### src/rtl/keccak_byte_packer.sv
// Packs a byte stream MSB-lane-first into 32-bit words for the keccak core's input port.
// Latency: word_valid rises on the edge that accepts the completing byte or msg_end; earliest transfer is the next edge.
// Backpressure: byte_ready drops while a word or pad word waits; buffer_full holds the word stable until it transfers.
//
// Ports:
//   clk, reset (async, active-low), clear (sync abort back to idle)
//   byte_in/byte_valid/byte_last/msg_end -> byte side, accepted when byte_ready=1
//   word_out/word_valid/word_last/word_byte_num -> core side, transferred when buffer_full=0
module keccak_byte_packer (
    input  logic        clk,
    input  logic        reset,
    input  logic        clear,
    input  logic [7:0]  byte_in,
    input  logic        byte_valid,
    input  logic        byte_last,
    input  logic        msg_end,
    output logic        byte_ready,
    input  logic        buffer_full,
    output logic [31:0] word_out,
    output logic        word_valid,
    output logic        word_last,
    output logic [1:0]  word_byte_num
);

    typedef enum logic [1:0] {FILL, SEND, PAD, DONE} state_t;

    state_t      state, state_nxt;
    logic [1:0]  cnt, cnt_nxt;
    logic [31:0] word_nxt, word_ins;
    logic        valid_nxt, last_nxt;
    logic [1:0]  bnum_nxt;
    logic        pad_after, pad_nxt;   // a full final word still owes the core an empty last block
    logic        xfer;
    logic        ends_msg;

    assign byte_ready = (state == FILL);
    assign xfer       = word_valid & ~buffer_full;
    // A byte arriving together with msg_end is treated as the final byte.
    assign ends_msg   = byte_last | msg_end;

    // Drop the incoming byte into the lane selected by the current count; lanes not yet
    // written stay zero because the word register is cleared at the start of every word.
    always_comb begin
        word_ins = word_out;
        case (cnt)
            2'd0:    word_ins[31:24] = byte_in;
            2'd1:    word_ins[23:16] = byte_in;
            2'd2:    word_ins[15:8]  = byte_in;
            default: word_ins[7:0]   = byte_in;
        endcase
    end

    always_comb begin
        state_nxt = state;
        cnt_nxt   = cnt;
        word_nxt  = word_out;
        last_nxt  = word_last;
        bnum_nxt  = word_byte_num;
        pad_nxt   = pad_after;

        if (clear) begin
            state_nxt = FILL;
            cnt_nxt   = 2'd0;
            word_nxt  = 32'd0;
            last_nxt  = 1'b0;
            bnum_nxt  = 2'd0;
            pad_nxt   = 1'b0;
        end else begin
            case (state)
                FILL: begin
                    if (byte_valid) begin
                        word_nxt = word_ins;
                        if (cnt == 2'd3) begin
                            // A full word is never itself the last block: the core
                            // needs a separate zero-byte block when the message ends here.
                            state_nxt = SEND;
                            cnt_nxt   = 2'd0;
                            last_nxt  = 1'b0;
                            bnum_nxt  = 2'd0;
                            pad_nxt   = ends_msg;
                        end else if (ends_msg) begin
                            state_nxt = SEND;
                            cnt_nxt   = 2'd0;
                            last_nxt  = 1'b1;
                            bnum_nxt  = cnt + 2'd1;
                        end else begin
                            cnt_nxt = cnt + 2'd1;
                        end
                    end else if (msg_end) begin
                        cnt_nxt  = 2'd0;
                        last_nxt = 1'b1;
                        if (cnt == 2'd0) begin
                            state_nxt = PAD;
                            word_nxt  = 32'd0;
                            bnum_nxt  = 2'd0;
                        end else begin
                            state_nxt = SEND;
                            bnum_nxt  = cnt;
                        end
                    end
                end
                SEND: begin
                    if (xfer) begin
                        if (pad_after) begin
                            state_nxt = PAD;
                            word_nxt  = 32'd0;
                            last_nxt  = 1'b1;
                            bnum_nxt  = 2'd0;
                            pad_nxt   = 1'b0;
                        end else if (word_last) begin
                            state_nxt = DONE;
                        end else begin
                            state_nxt = FILL;
                            word_nxt  = 32'd0;
                            last_nxt  = 1'b0;
                            bnum_nxt  = 2'd0;
                        end
                    end
                end
                PAD: begin
                    if (xfer) begin
                        state_nxt = DONE;
                    end
                end
                default: begin
                    state_nxt = DONE;
                end
            endcase
        end

        // word_valid is its own register so the core sees a clean flop output.
        valid_nxt = (state_nxt == SEND) || (state_nxt == PAD);
    end

    always_ff @(posedge clk or negedge reset) begin
        if (!reset) begin
            state         <= FILL;
            cnt           <= 2'd0;
            word_out      <= 32'd0;
            word_valid    <= 1'b0;
            word_last     <= 1'b0;
            word_byte_num <= 2'd0;
            pad_after     <= 1'b0;
        end else begin
            state         <= state_nxt;
            cnt           <= cnt_nxt;
            word_out      <= word_nxt;
            word_valid    <= valid_nxt;
            word_last     <= last_nxt;
            word_byte_num <= bnum_nxt;
            pad_after     <= pad_nxt;
        end
    end

endmodule

### config.mk
export PLATFORM = sky130hd
export DESIGN_NAME = keccak_byte_packer
export DESIGN_NICKNAME = d
export VERILOG_FILES = /design/src/rtl/keccak_byte_packer.sv
export SDC_FILE = /design/constraint.sdc
export NUM_CORES = 1
export LEC_CHECK = 0
export BUFFER_PORTS_ARGS = -buffer_cell sky130_fd_sc_hd__clkbuf_2
export CORE_MARGIN = 4
export CORE_UTILIZATION = 47
export DETAILED_ROUTE_END_ITERATION = 6
export HOLD_SLACK_MARGIN = 0.05
export PLACE_DENSITY = 0.81
export SYNTH_ARGS = -nofsm -noshare
export SYNTH_HDL_FRONTEND = slang
export SYNTH_SLANG_ARGS = --single-unit
### constraint.sdc
create_clock -name clk -period 1.93 [get_ports clk]
set_clock_uncertainty 0.05 [all_clocks]
set_input_delay 0.193 -clock clk [delete_from_list [all_inputs] [get_ports clk]]
set_output_delay 0.193 -clock clk [all_outputs]
set_load 0.01 [all_outputs]
# Yosys cells after proc, flatten, opt, wreduce, memory -nomap -nowiden
# Index checks and enable logic that the tools add are counted.
classes:
  n_mux: 53
  eq_ne: 18
  bitwise: 3
  n_reduce_logical: 15
  n_addsub: 1
op_table:
  columns: ["operator", "count"]
  rows:
  - ["$mux 32", 7]
  - ["$pmux 32 s2", 1]
  - ["$mux 2", 25]
  - ["$mux 8", 4]
  - ["$reduce_and 6->1", 3]
  - ["$mux 1", 12]
  - ["$ne 4x3->1 const B", 3]
  - ["$ne 4x4->1 const B", 3]
  - ["$reduce_and 5->1", 2]
  - ["$eq 2x2->1 const B", 4]
  - ["$reduce_and 4->1", 2]
  - ["$eq 2x1->1 const B", 3]
  - ["$ne 3x2->1 const B", 2]
  - ["$ne 3x3->1 const B", 2]
  - ["$pmux 2 s3", 1]
  - ["$reduce_bool 3->1", 2]
  - ["$ne 5x3->1 const B", 1]
  - ["$logic_not 2->1", 2]
  - ["$pmux 1 s2", 2]
  - ["$pmux 2 s2", 1]
  - ["$reduce_or 3->1", 1]
  - ["$add 2x1->2 const B", 1]
  - ["$reduce_and 2->1", 1]
  - ["$reduce_bool 2->1", 1]
  - ["other kinds (4)", 4]
totals:
  out_inout_bits: 37
  elab_cells: 100
  regBits: 41

# Longest topological paths before layout
# Gate-level depths: netlist of the first run.
depth:
  depth_word: 8
  mapped_depth: 6

# Worst setup path before layout of the first run
# No wires, ideal clock.
synth_timing:
  path_kind: "reg-to-reg"
  startpoint: "register cnt[0]"
  endpoint: "register word_out[24]"
  arrival_time_ns: 1.801
  setup_ns: 0.125
  stages_incl_launch_ff: 6
  path_slack_ns: -0.046
  path_buffers: 0
  cell_sequence: "dfrtp_1 inv_1 ha_1 mux2_4 o31ai_4 mux2_4"
synth_between:
  elab_chain_len: 3
synth_rtl:
  columns: ["element", "line", "rtl"]
  rows:
  - ["start: declaration", "28", "logic [1:0] cnt, cnt_nxt;"]
  - ["start signal: assignment", "146", "cnt <= cnt_nxt;"]
  - ["$logic_not 2->1", "45, 92", null]
  - ["$ne 3x2->1 (no line)", null, null]
  - ["$reduce_and 5->1 (no line)", null, null]
  - ["end signal: assignment", "147", "word_out <= word_nxt;"]
  - ["end: declaration", "19", "output logic [31:0] word_out,"]
# No other way between the ends.
# A chain may end at the register's enable or synchronous reset.

# Worst setup path after layout of the first run
layout_timing:
  startpoint: "register state[0]"
  endpoint: "register word_out[29]"
layout_between:
  elab_chain_len: 3
  elab_cells_between_ends: 10
layout_rtl:
  columns: ["element", "line", "rtl"]
  rows:
  - ["start: declaration", "27", "state_t state, state_nxt;"]
  - ["start signal: assignment", "145", "state <= state_nxt;"]
  - ["$eq 2x1->1 or $logic_not 2->1 (tied branches)", "69", "case (state)"]
  - ["$ne 4x4->1 (no line) (tied with other cells)", null, null]
  - ["$reduce_and 5->1 (no line) or $mux 32 (tied branches)", null, null]
# Parallel ways exist; a longest one is shown, timed or not.

==> flow_metrics.tcl, run 1 <==
set metrics [dict create \
    status "finished clean" \
    layout_setup_ws_ns 0.0975 \
    setup_viol 0 \
    die_y_um 74.1 \
    regToRegEndpoint "word_out[29]" \
    cp-end-kind "flop" \
    grt_pass1_wl_um 7230 \
    layout_min_cycle_time_ns 1.83 \
    hold_viol 0 \
    antenna_found_initial 0 \
    clk_pin_slew_worst_paths_ns 0.08 \
    antennaDiodeCount 0 \
    final_cells 272 \
    grt_util_all_layers_pct 17.8 \
    dpl.hpwl_um 3300 \
    place_ws_ns -0.122 \
    clockBufferDepth 2 \
    final_net_count 242 \
    ys_warn_count 0 \
    drv_cap 0 \
    irDropWorstVdd_v 0.000375 \
    cp_max_fo 6 \
    num_rows 23 \
    core_um2 4120 \
    antenna_left 0 \
    yosysTopAreaCell "dfrtp_1" \
    crit_required_ns 2.07 \
    power_leakage_nw 1.37 \
    grt-ovfl-total 0 \
    cts_tree "yes" \
    finalPower_mw 2.41 \
    crit_path_start "state[0]" \
    p_per_area_nw_per_um2 919 \
    initialDrtViolationCount 78 \
    r2r_start "state[0]" \
    slew_violations 0 \
    setup.reg_to_reg.worst_slack_ns 0.1 \
    grt_max_degree 18 \
    vias_per_cell 5.32 \
    start_util_pct 50.0 \
    cts_sinks 41 \
    grt_pass1_vias 1457 \
    syn_nets 173 \
    synth_flop_cell "dfrtp_1" \
    fmax_ghz 0.546 \
    min_path_type "in2reg" \
    cp.arrival_ns 1.97 \
    synth_edf_count 0 \
    dieArea_um2 5500 \
    boundaryPins 52 \
    r2r_cells 5 \
    yosys_register_bits 41 \
    place_congestion 0.892 \
    vias 1447 \
    die_x_um 74.1 \
    syn_inst 152 \
    numCtsBuffers 5 \
    crit_chain "and4bb_4 > a211o_2 > o31ai_4 > buf_4 > mux2_4" \
    slew_headroom_pct 67.2 \
    synth.avg_cell_area_um2 13.5 \
    clk_latency_ns 0.30 \
    final_util_pct 63.7 \
    cts_max_level 2 \
    ys_seq_area_share_pct 49.9 \
    drive_above_1_share_pct 56.8 \
    hold_slack_ns 0.194 \
    io_buffers 51 \
    period_share_pct 94.9 \
    crit_end "word_out[29]" \
    crit_path_top_delay_cell "a211o_2" \
    routedWlPerCell_um 16.2 \
    start_kind "flop" \
    path_class "reg2reg" \
    netlist_area_um2 2060 \
    drt_pass1_iterations 4 \
    drt_wl_total_um 4420 \
    cts_root_buf "clkbuf_8" \
    critPathMaxStageDelay_ns 0.42 \
    synth.distinct_cells 40 \
    place_inst 261 \
    synth.area.top_cells "dfrtp_1 50%, mux2_2 13%, mux2_4 8.0%" \
    area_growth_pct 27.5 \
    drc 0 \
    worst_pin_slew_ns 0.490 \
    synth-async-reset-ratio_pct 100 \
    synth_top_area_share_pct 49.9 \
    rsz0062_at_grt "no" \
]
==> layer usage <==
layer	routed length [µm]	vias up	global-route usage (%)	part of all wire [%]
li1	-	680	-	-
met1	1860	714	22.4	42
met2	2150	47	29.3	49
met3	346	6	4.73	7.8
met5	0	-	0	0
met4	66	0	6.64	1.5
==> kinds of logic (layout without fill, tap and decap cells) <==
kind of cell / Yosys count / after routing / synth area share, %
and+or+nand+nor: 43 / 43 / 14.9
DFF: 41 / 41 / 49.9
muxes: 37 / 37 / 22.3
AOI/OAI and AO/OA: 16 / 16 / 6.09
buffers and inverters: 8 / 78 / 2.74
adders and majority gates: 6 / 6 / 3.65
xor gates and xnor gates: 1 / 1 / 0.426
==> synth_stat cells (2+ instances only) <==
master and instances:
nand2b_4 2, a21oi_1 4, nor2_1 6, and2_1 8
mux2_4 11, buf_6 3, mux2_1 2, nand2_1 3
o21ai_0 2, inv_1 2, dfrtp_1 41, nand3_1 3
nor3b_1 2, ha_1 6, nor3_1 4, a31oi_1 2
nand3_4 3, nand2b_1 3, mux2_2 24
==> registers in the layout, indices dropped and copies added, names as in the netlist <==
signal	cells
pad_after	1
word_last	1
word_byte_num	2
word_valid	1
state	2
word_out	32
cnt	2
==> area by class of cell <==
type	count	area [µm²]
well taps	50	62.6
clock buffers	5	68.8
flip-flops and latches	41	1030
fillers	324	1490
multi-input cells	103	1000
repair buffers	68	385
clock inverters	3	68.8
inverters	2	7.51
==> repair_timing <==
item	4_1_cts	5_1_grt
hold buffers	1	0
setup buffers	2	0
pin swaps	1	0
gates resized for setup	1	3
hold endpoints to repair	15	0
endpoints found under the setup margin	30	15
==> per-stage QoR <==
stage	TNS [ns]	cell area, µm²
3_3_place_gp	-0.607	2440
2_1_floorplan	-0.172	2070
3_5_place_dp	-1.01	2440
5_1_grt	0	2620
4_1_cts	0	2610
6_report	0	2620
==> worst min path at each step <==
stage             from  slack (ns)  cells after the start           to
2_1_floorplan    reset       -0.15                      0       cnt[0]
3_3_place_gp     reset        0.08                      1  word_out[2]
3_5_place_dp     reset        0.09                      1  word_out[2]
4_1_cts        msg_end        0.18                      3     state[0]
5_1_grt        msg_end        0.21                      3     state[0]
6_report       msg_end        0.19                      3     state[0]
==> cell usage in the layout (no fill, tap or decap), types with 4 or more instances in the layout <==
cell type	Yosys	layout
a21oi_1	4	4
clkbuf_8	0	5
buf_4	1	16
clkbuf_2	0	51
and2_1	8	8
mux2_2	24	24
mux2_4	11	11
dfrtp_1	41	41
ha_1	6	5
nor2_1	6	6
==> critical path, delay by kind of cell (launching register included) <==
kind / cells / cell delay, ns
buffers and inverters: 1 / 0.21
AO/OA/AOI/OAI: 2 / 0.51
AND/OR/NAND/NOR: 1 / 0.23
multiplexers: 1 / 0.30
flip-flops: 1 / 0.41
==> power by group <==
part / total [mW] / internal, mW / switching, mW
logic: 0.572 / 0.285 / 0.287
registers: 0.995 / 0.944 / 0.0514
clock network: 0.842 / 0.521 / 0.321
total: 2.41 / 1.75 / 0.660
(Power assumes the default switching activity.)
==> run 2: changes to the inputs <==
RECOVER_POWER = 100   (was not set)
==> run 2 against run 1 <==
Effect of this change:
- flip-flop and latch count is the same
- hold slack lost 0.0073 ns
- clock-buffer cell count is the same
- cell count is the same
- register-to-register slack is essentially flat
- clock power is essentially flat
- fmax shrank 0.71%
- final area shrank 3.0%
- global-route usage is the same
- wire length grew 1.1%
- via count grew 1.9%
- total power shrank 1.4%
- critical path type unchanged
==> flow_metrics.tcl, run 2 (synthesis results as in run 1) <==
set metrics [dict create \
    final_net_count 242 \
    die_y_um 74.1 \
    power_leakage_nw 1.23 \
    crit_required_ns 2.07 \
    antennaDiodeCount 0 \
    cts_max_level 2 \
    final_cell_mix "41 x dfrtp_1, 39 x clkbuf_1, 24 x mux2_2" \
    fmax_ghz 0.542 \
    r2r_cells 5 \
    cp.arrival_ns 1.98 \
    core_um2 4120 \
    vias 1474 \
    clockBufferDepth 2 \
    drt_wl_total_um 4470 \
    place_congestion 0.892 \
    place_inst 261 \
    slew_violations 0 \
    busiest_layer "met2" \
    start_kind "flop" \
    status "finished clean" \
    irDropWorstVdd_v 0.000357 \
    period_share_pct 95.6 \
    drive_above_1_share_pct 38.3 \
    setup_viol 0 \
    min_path_type "in2reg" \
    r2r_start "state[0]" \
    worst_pin_slew_ns 0.851 \
    cp_max_fo 6 \
    crit_end "word_out[29]" \
    drt_pass1_iterations 4 \
    num_rows 23 \
    hold_slack_ns 0.186 \
    antenna_left 0 \
    clk_pin_slew_worst_paths_ns 0.08 \
    grt_pass1_wl_um 7230 \
    place_ws_ns -0.122 \
    layout_min_cycle_time_ns 1.85 \
    finalSetupTns_ns 0 \
    antenna_found_initial 0 \
    cts_tree "yes" \
    clk_latency_ns 0.30 \
    boundaryPins 52 \
    cts_sinks 41 \
    initialDrtViolationCount 63 \
    rsz0062_at_grt "no" \
    routedWlPerCell_um 16.4 \
    final_util_pct 61.8 \
    die_x_um 74.1 \
    dpl.hpwl_um 3300 \
    cp-end-kind "flop" \
    path_class "reg2reg" \
    drv_cap 0 \
    dieArea_um2 5500 \
    numCtsBuffers 5 \
    p_per_area_nw_per_um2 934 \
    layout_setup_ws_ns 0.0845 \
    grt_util_all_layers_pct 17.8 \
    regToRegEndpoint "word_out[29]" \
    use_met3_pct 4.73 \
    grt_util_met2_pct 29.3 \
    vias_per_cell 5.42 \
    setup.reg_to_reg.worst_slack_ns 0.08 \
    grt_pass1_vias 1457 \
    crit_path_start "state[0]" \
    grt_max_degree 18 \
    globalRouteMet1Util_pct 22.4 \
    final_cells 272 \
    cts_root_buf "clkbuf_8" \
    hold_viol 0 \
    slew_headroom_pct 43.2 \
    fillers 343 \
    drc 0 \
    layout_commonest_cell "dfrtp_1" \
    grt-ovfl-total 0 \
    io_buffers 51 \
    area_growth_pct 23.7 \
    largest_register_ffs 32 \
    top_register "word_out" \
    start_util_pct 50.0 \
]
run 2: cell count changes in the layout (fill, tap and decap cells not counted), sizes merged:
cell	before	now
buf	16	11
clkbuf	56	61
run 2: worst min-delay path by stage:
stage | endpoint | slack [ns] | start | cells after the start
after floorplan | cnt[0] | -0.15 | reset | 0
after global placement | word_out[2] | 0.08 | reset | 1
after detailed placement | word_out[2] | 0.09 | reset | 1
after CTS | state[0] | 0.18 | msg_end | 3
after global routing | state[0] | 0.21 | msg_end | 3
final | state[0] | 0.19 | msg_end | 3
run 2: layer usage:
| metal | routed length (µm) | vias to the layer above |
|---|---|---|
| met4 | 66 | 0 |
| li1 | - | 681 |
| met3 | 311 | 6 |
| met5 | 0 | - |
| met2 | 2170 | 48 |
| met1 | 1910 | 739 |
run 2: per-stage QoR:
stage                     area [µm²]  power [mW]
after detailed placement        2440        1.57
final                           2540        2.38
after global placement          2440        1.56
after CTS                       2610        2.43
after floorplan                 2070        1.36
after global routing            2540        2.48
run 2: what timing repair did:
item	4_1_cts	5_1_grt
setup endpoints to repair	30	15
hold buffers	1	0
gates resized for setup	1	3
buffers inserted	2	0
pin swaps	1	0
hold endpoints to repair	15	0
run 2: power by group:
group	leakage, nW	switching (mW)	internal, mW
clock	0.0687	0.324	0.521
sequential	0.554	0.0509	0.944
combinational	0.606	0.284	0.252
run 2: worst max-delay path: stages (launching register included):
cell and delay [ns]:
dfrtp_1 0.41, and4bb_4 0.23, a211o_2 0.41, o31ai_4 0.09, clkbuf_4 0.24, mux2_4 0.31
run 2: cell type report:
| class | count | area [µm²] | area share, % |
|---|---|---|---|
| Clock buffer | 5 | 68.8 | 2.71 |
| Timing Repair Buffer | 68 | 327 | 12.8 |
| Inverter | 2 | 7.51 | 0.295 |
| Clock inverter | 3 | 68.8 | 2.71 |
| Sequential cell | 41 | 1030 | 40.3 |
| Multi-Input combinational cell | 103 | 983 | 38.7 |
| Tap cell | 50 | 62.6 | 2.46 |
